<file path="src/rtl/sync_fifo_param.sv">
// sync_fifo_param: parametrised single-clock FIFO with registered status flags and an occupancy count.
// Build option SYNC_FIFO_STICKY_ERR_EN: overflow/underflow hold until rst instead of pulsing for one cycle.
module sync_fifo_param #(
    parameter int DATA_WIDTH = 8,
    parameter int DEPTH      = 16,
    parameter int AF_LEVEL   = 12,
    parameter int AE_LEVEL   = 4,
    localparam int CW        = $clog2(DEPTH) + 1
) (
    input  logic                  clk,
    input  logic                  rst,
    input  logic                  wr_en,
    input  logic [DATA_WIDTH-1:0] data_in,
    input  logic                  rd_en,
    output logic [DATA_WIDTH-1:0] data_out,
    output logic                  full,
    output logic                  empty,
    output logic                  almost_full,
    output logic                  almost_empty,
    output logic [CW-1:0]         count,
    output logic                  overflow,
    output logic                  underflow
);
    localparam int AW = $clog2(DEPTH);

    generate
        if ((DEPTH < 2) || ((DEPTH & (DEPTH - 1)) != 0)) begin : g_bad_depth
            $error("sync_fifo_param: DEPTH must be a power of two >= 2");
        end
        if ((AF_LEVEL < 1) || (AF_LEVEL > DEPTH)) begin : g_bad_af
            $error("sync_fifo_param: AF_LEVEL must be in 1..DEPTH");
        end
        if ((AE_LEVEL < 0) || (AE_LEVEL > DEPTH - 1)) begin : g_bad_ae
            $error("sync_fifo_param: AE_LEVEL must be in 0..DEPTH-1");
        end
    endgenerate

    logic [DATA_WIDTH-1:0] mem [DEPTH];
    logic [AW-1:0]         wr_ptr;
    logic [AW-1:0]         rd_ptr;
    logic                  rd_acc;
    logic                  wr_acc;
    logic                  ovf_evt;
    logic                  udf_evt;
    logic [CW-1:0]         count_nxt;

    // A read on a full FIFO frees a slot, so the concurrent write is taken.
    always_comb begin
        rd_acc    = rd_en & ~empty;
        wr_acc    = wr_en & (~full | rd_en);
        ovf_evt   = wr_en & full & ~rd_en;
        udf_evt   = rd_en & empty;
        count_nxt = count;
        if (wr_acc && !rd_acc) begin
            count_nxt = count + CW'(1);
        end else if (rd_acc && !wr_acc) begin
            count_nxt = count - CW'(1);
        end
    end

    always_ff @(posedge clk) begin
        if (wr_acc) begin
            mem[wr_ptr] <= data_in;
        end
    end

    // Flags are derived from count_nxt so they line up with count every cycle.
    always_ff @(posedge clk or posedge rst) begin
        if (rst) begin
            wr_ptr       <= '0;
            rd_ptr       <= '0;
            count        <= '0;
            data_out     <= '0;
            full         <= 1'b0;
            empty        <= 1'b1;
            almost_full  <= 1'b0;
            almost_empty <= 1'b1;
            overflow     <= 1'b0;
            underflow    <= 1'b0;
        end else begin
            if (wr_acc) begin
                wr_ptr <= wr_ptr + AW'(1);
            end
            if (rd_acc) begin
                data_out <= mem[rd_ptr];
                rd_ptr   <= rd_ptr + AW'(1);
            end
            count        <= count_nxt;
            full         <= (count_nxt == CW'(DEPTH));
            empty        <= (count_nxt == '0);
            almost_full  <= (count_nxt >= CW'(AF_LEVEL));
            almost_empty <= (count_nxt <= CW'(AE_LEVEL));
`ifdef SYNC_FIFO_STICKY_ERR_EN
            overflow     <= overflow | ovf_evt;
            underflow    <= underflow | udf_evt;
`else
            overflow     <= ovf_evt;
            underflow    <= udf_evt;
`endif
        end
    end

endmodule

</file>
<file path="config.mk">
export PLATFORM = sky130hd
export DESIGN_NAME = sync_fifo_param
export DESIGN_NICKNAME = d
export VERILOG_FILES = /design/src/rtl/sync_fifo_param.sv
export SDC_FILE = /design/constraint.sdc
export NUM_CORES = 1
export LEC_CHECK = 0
export ABC_AREA = 0
export CORE_UTILIZATION = 50
export DETAILED_ROUTE_END_ITERATION = 12
export PLACE_DENSITY = 0.79
export SETUP_SLACK_MARGIN = 0.15
export SYNTH_ARGS = -nofsm -noshare
export SYNTH_HDL_FRONTEND = slang
export SYNTH_SLANG_ARGS = --single-unit
</file>
<file path="constraint.sdc">
create_clock -name clk -period 2.1 [get_ports clk]
set_input_delay 0.315 -clock clk [delete_from_list [all_inputs] [get_ports clk]]
set_output_delay 0.315 -clock clk [all_outputs]
set_load 0.02 [all_outputs]
</file>
-- After elaboration in Yosys (flattened, before gate mapping)
Memories as Yosys holds them, arrays and structs flattened. A register that Yosys moved wholly into a read port is not among the register bits.
Cells that the tools add are included.
- memory bits (writable): 128
- output and inout port bits: 19
- bits of input ports: 12
- memories: 1
- word-level logic and storage cells: 35
- register bits: 19
- $lt $le $gt $ge: 2
- muxes and demuxes: 4
- reductions and logical operators: 5
- $add $sub $neg: 4
- equality and inequality tests: 1
- bitwise gates (word level): 9
- memories (memory ; depth ; bits a word ; read ports ; clocked after Yosys merged registers in ; write ports ; line ; RTL):
    mem ; 16 ; 8 ; 1 ; 1 ; 1 ; 38 ; logic [DATA_WIDTH-1:0] mem [DEPTH];
- operators by type and width (operator ; count):
    5-bit 2-to-1 mux ; 2
    4-bit by 1-bit adder with 4-bit output, second input constant ; 2
    5-bit by 1-bit adder with 5-bit output, second input constant ; 1
    1-bit bitwise AND ; 5
    5-bit == test, second input constant ; 1
    5-bit by 4-bit greater-or-equal comparator with 1-bit output, second input constant ; 1
    5-bit by 3-bit <= comparator with 1-bit output, second input constant ; 1
    5-bit logical NOT ; 1
    5-bit by 1-bit subtractor with 5-bit output, second input constant ; 1
    1-bit inverter ; 3
    1-bit logical AND ; 2
    1-bit logical NOT ; 2
    1-bit 2-to-1 mux ; 2
    1-bit bitwise OR ; 1

-- Logic depth before layout (Yosys ltp)
- depth in word-level cells: 8
- gate-level depth with buffers: 7
- mapped depth without buffers: 7

-- Least setup slack after synthesis
OpenSTA, ideal clock, no wires.
- path kind: flip-flop to flip-flop
- start: reg wr_ptr[0]
- end: mem mem[0][0], enable pin
- path buffers: 0
- data arrival time: 1621 ps
- path slack: 85 ps
- stages on the path, launching flop included: 5
- setup time: 395 ps
- path through: dfrtp_1 > inv_1 > ha_1 > inv_1 > nor4_1
- RTL lines (what ; line ; RTL):
    from (decl) ; 39 ; logic [AW-1:0] wr_ptr;
    from (signal assigned) ; 82 ; wr_ptr <= wr_ptr + AW'(1);
    to (decl) ; 38 ;
No word-level cell before the write port.

-- Final worst setup path
- start: reg count[0]
- end: out count[0]
- RTL lines (what ; line ; RTL):
    from (decl) ; 20 ; output logic [CW-1:0] count,
    from (signal assigned) ; 88 ; count <= count_nxt;
No word-level cell between the ends.

==> impl_metrics.json <==
{
  "synth_common_cells": "edfxtp_1 (128), mux4_2 (29), dfrtp_1 (25)",
  "gr-total-overflow": 0,
  "start_util": 0.516,
  "max_cap_violations": 0,
  "syn_avg_cell_area_sq_um": 18.3,
  "crit_family": "buffers and inverters",
  "chipHeight_um": 114,
  "synth_cells": 340,
  "clock_path_buffers": 2,
  "comb_power_share": 0.312,
  "ys_async_sr_fraction": 0.174,
  "clock.fmax_mhz": 528,
  "num_io_pins": 31,
  "synth.net_count": 359,
  "ys_seq_area_frac": 0.726,
  "crit_buf_inv": 1,
  "setup-violations-final": 0,
  "status": "finished clean",
  "slowest_delay_ns": 0.66,
  "ys_warn_count": 0,
  "hp-class": "in -> async",
  "coreArea_sq_um": 12100,
  "track_usage": 0.210,
  "n_antenna_cell": 0,
  "cts_buffers": 17,
  "maxSlewHeadroom": 0.583,
  "cp_cell_sequence": "clkdlybuf4s50_1",
  "critical-path-slowest-cell": "clkdlybuf4s50_1",
  "wl_per_cell_um": 20.7,
  "grt_pass1_vias": 3413,
  "grt_max_degree": 21,
  "tns_ns": 0,
  "hold_violations": 0,
  "crit_path_end_kind": "output port",
  "path_class": "reg -> out",
  "finClkSkew_ns": 0.0101,
  "vias": 3237,
  "critPathRequiredTime_ns": 1.78,
  "totalPowerFinal_mw": 10.4,
  "drt_pre_antenna_iters": 5,
  "io_buffers": 30,
  "ys_ff_latch": 155,
  "netlist_area_sq_um": 6230,
  "drc_errors": 0,
  "final_nets": 421,
  "clk_pin_slew_ns": 0.07,
  "drt_iter0_drc": 230,
  "p_per_area_nw_per_um2": 1380,
  "synth_cell_types": 40,
  "period_needed_ns": 1.89,
  "synthTopCellsByArea": "edfxtp_1 (62%), mux4_2 (10%), dfrtp_1 (10%)",
  "drive_above_1_share": 0.275,
  "yosys.area.top_type": "edfxtp_1",
  "htree_levels": 4,
  "antenna_found_initial": 0,
  "syn2layout_area_growth_pct": 21.2,
  "clkPwrFrac": 0.286,
  "routed_via_density": 5.55,
  "p_seq_frac": 0.402,
  "ir_drop_uv": 647,
  "synth.most_common_cell": "edfxtp_1",
  "synth_edf_count": 128,
  "rsz0062_at_grt": "no",
  "grt_pass1_wl_um": 19100,
  "dieArea_sq_um": 12900,
  "rows": 40,
  "power.switching_mw": 3.30,
  "post_cts_buffers": 0,
  "fill_cells": 825,
  "routabilityCongestion": 0.883,
  "cp_max_fo": 8,
  "insertion_delay_ns": 0.43,
  "synth_ff_type": "edfxtp_1",
  "min_period_over_period": 0.902,
  "dp_hpwl_um": 7970,
  "synth.top_cell.area_share": 0.617,
  "drv_slew": 0,
  "p_leak_nw": 2.64,
  "r2r_slack_ns": 0.29,
  "worst_ep_arrival_time_ns": 1.58,
  "ant_nets": 0,
  "cts_tree": "done",
  "cts_sinks": 155,
  "cts-root-buf": "clkbuf_16",
  "die_w_um": 114,
  "internal_power_mw": 7.09,
  "drt-total-wl_um": 12100,
  "worstSetupStartpointType": "flip-flop",
  "sw_frac_of_total": 0.317,
  "worst_pin_slew_ns": 0.624
}
==> routing by layer <==
metal | share of wire | global-route usage | vias to the layer above
met5 | 0 | 0 | -
met2 | 0.51 | 0.337 | 108
met1 | 0.42 | 0.275 | 1646
li1 | - | - | 1465
met3 | 0.051 | 0.0505 | 18
met4 | 0.021 | 0.0930 | 0
==> state kept, by name (all words and copies together), names as in the netlist <==
signal	count
mem	128
data_out	8
count	5
rd_ptr	4
wr_ptr	4
almost_empty	1
almost_full	1
empty	1
full	1
overflow	1
underflow	1
==> layout by cell type (no fill, tap or decap), drive strengths merged, types with 5 or more instances in the layout <==
cell type	count
nor2	12
clkdlybuf4s50	29
xnor2	10
dfrtp	25
a31oi	5
buf	32
edfxtp	128
mux4	29
o22ai	7
mux2i	10
ha	7
o21ai	7
mux2	8
nand2	11
and2	10
a21oi	6
inv	20
nor4	6
clkbuf	18
==> layout make-up <==
type                            instances  area [sq um]  area share
Sequential cell                       155          4520       0.599
Inverter                               12          45.0     0.00597
Clock inverter                         14           155      0.0205
Clock buffer                           18           429      0.0568
Multi-Input combinational cell        154          1580       0.210
Timing Repair Buffer                   62           606      0.0802
Tap cell                              168           210      0.0278
==> kinds of logic after synthesis <==
logic type / Yosys count / share of synthesized area
xor+xnor: 10 / 0.0153
flops: 155 / 0.726
compound gates: 34 / 0.0372
buf+inv: 31 / 0.0231
simple gates: 56 / 0.0492
fa+ha+maj: 7 / 0.0141
mux: 47 / 0.135
==> through the flow <==
step / hold slack, ns / utilization / instance area, sq um / setup slack [ns] / std cells
CTS: 0.216 / 0.626 / 7550 / 0.167 / 583
detailed placement: 0.519 / 0.577 / 6960 / -0.0945 / 551
global placement: 0.508 / 0.577 / 6960 / 0.000987 / 551
floorplan: 0.366 / - / 6250 / 0.134 / 340
global route: 0.252 / 0.626 / 7550 / 0.157 / 583
finish: 0.210 / 0.626 / 7550 / 0.205 / 583
==> timing repair <==
| action | 4_1_cts | 5_1_grt |
|---|---|---|
| hold buffers | 0 | 0 |
| setup endpoints to repair | 0 | 1 |
| resized for setup | 0 | 1 |
==> final timing paths <==
kind,from,cells after the start,end
min in group clk,data_out[5],2,data_out[5]
worst max-delay path,count[0],1,count[0]
worst min register to register,data_out[5],2,data_out[5]
max in group asynchronous,rst,3,empty
worst min-delay path,rst,3,data_out[7]
worst max register to register,rd_ptr[0],4,data_out[7]
==> power groups by stage <==
| stage | registers (mW) | clock network [mW] | logic [mW] |
|---|---|---|---|
| after detailed placement | 4.23 | 0 | 3.25 |
| after floorplan | 4.25 | 0 | 2.08 |
| after global routing | 4.22 | 3.15 | 3.48 |
| final | 4.17 | 2.97 | 3.24 |
| after global placement | 4.21 | 0 | 3.16 |
| after CTS | 4.18 | 3.02 | 3.28 |
No activity file was read; power rests on OpenSTA's default activity.
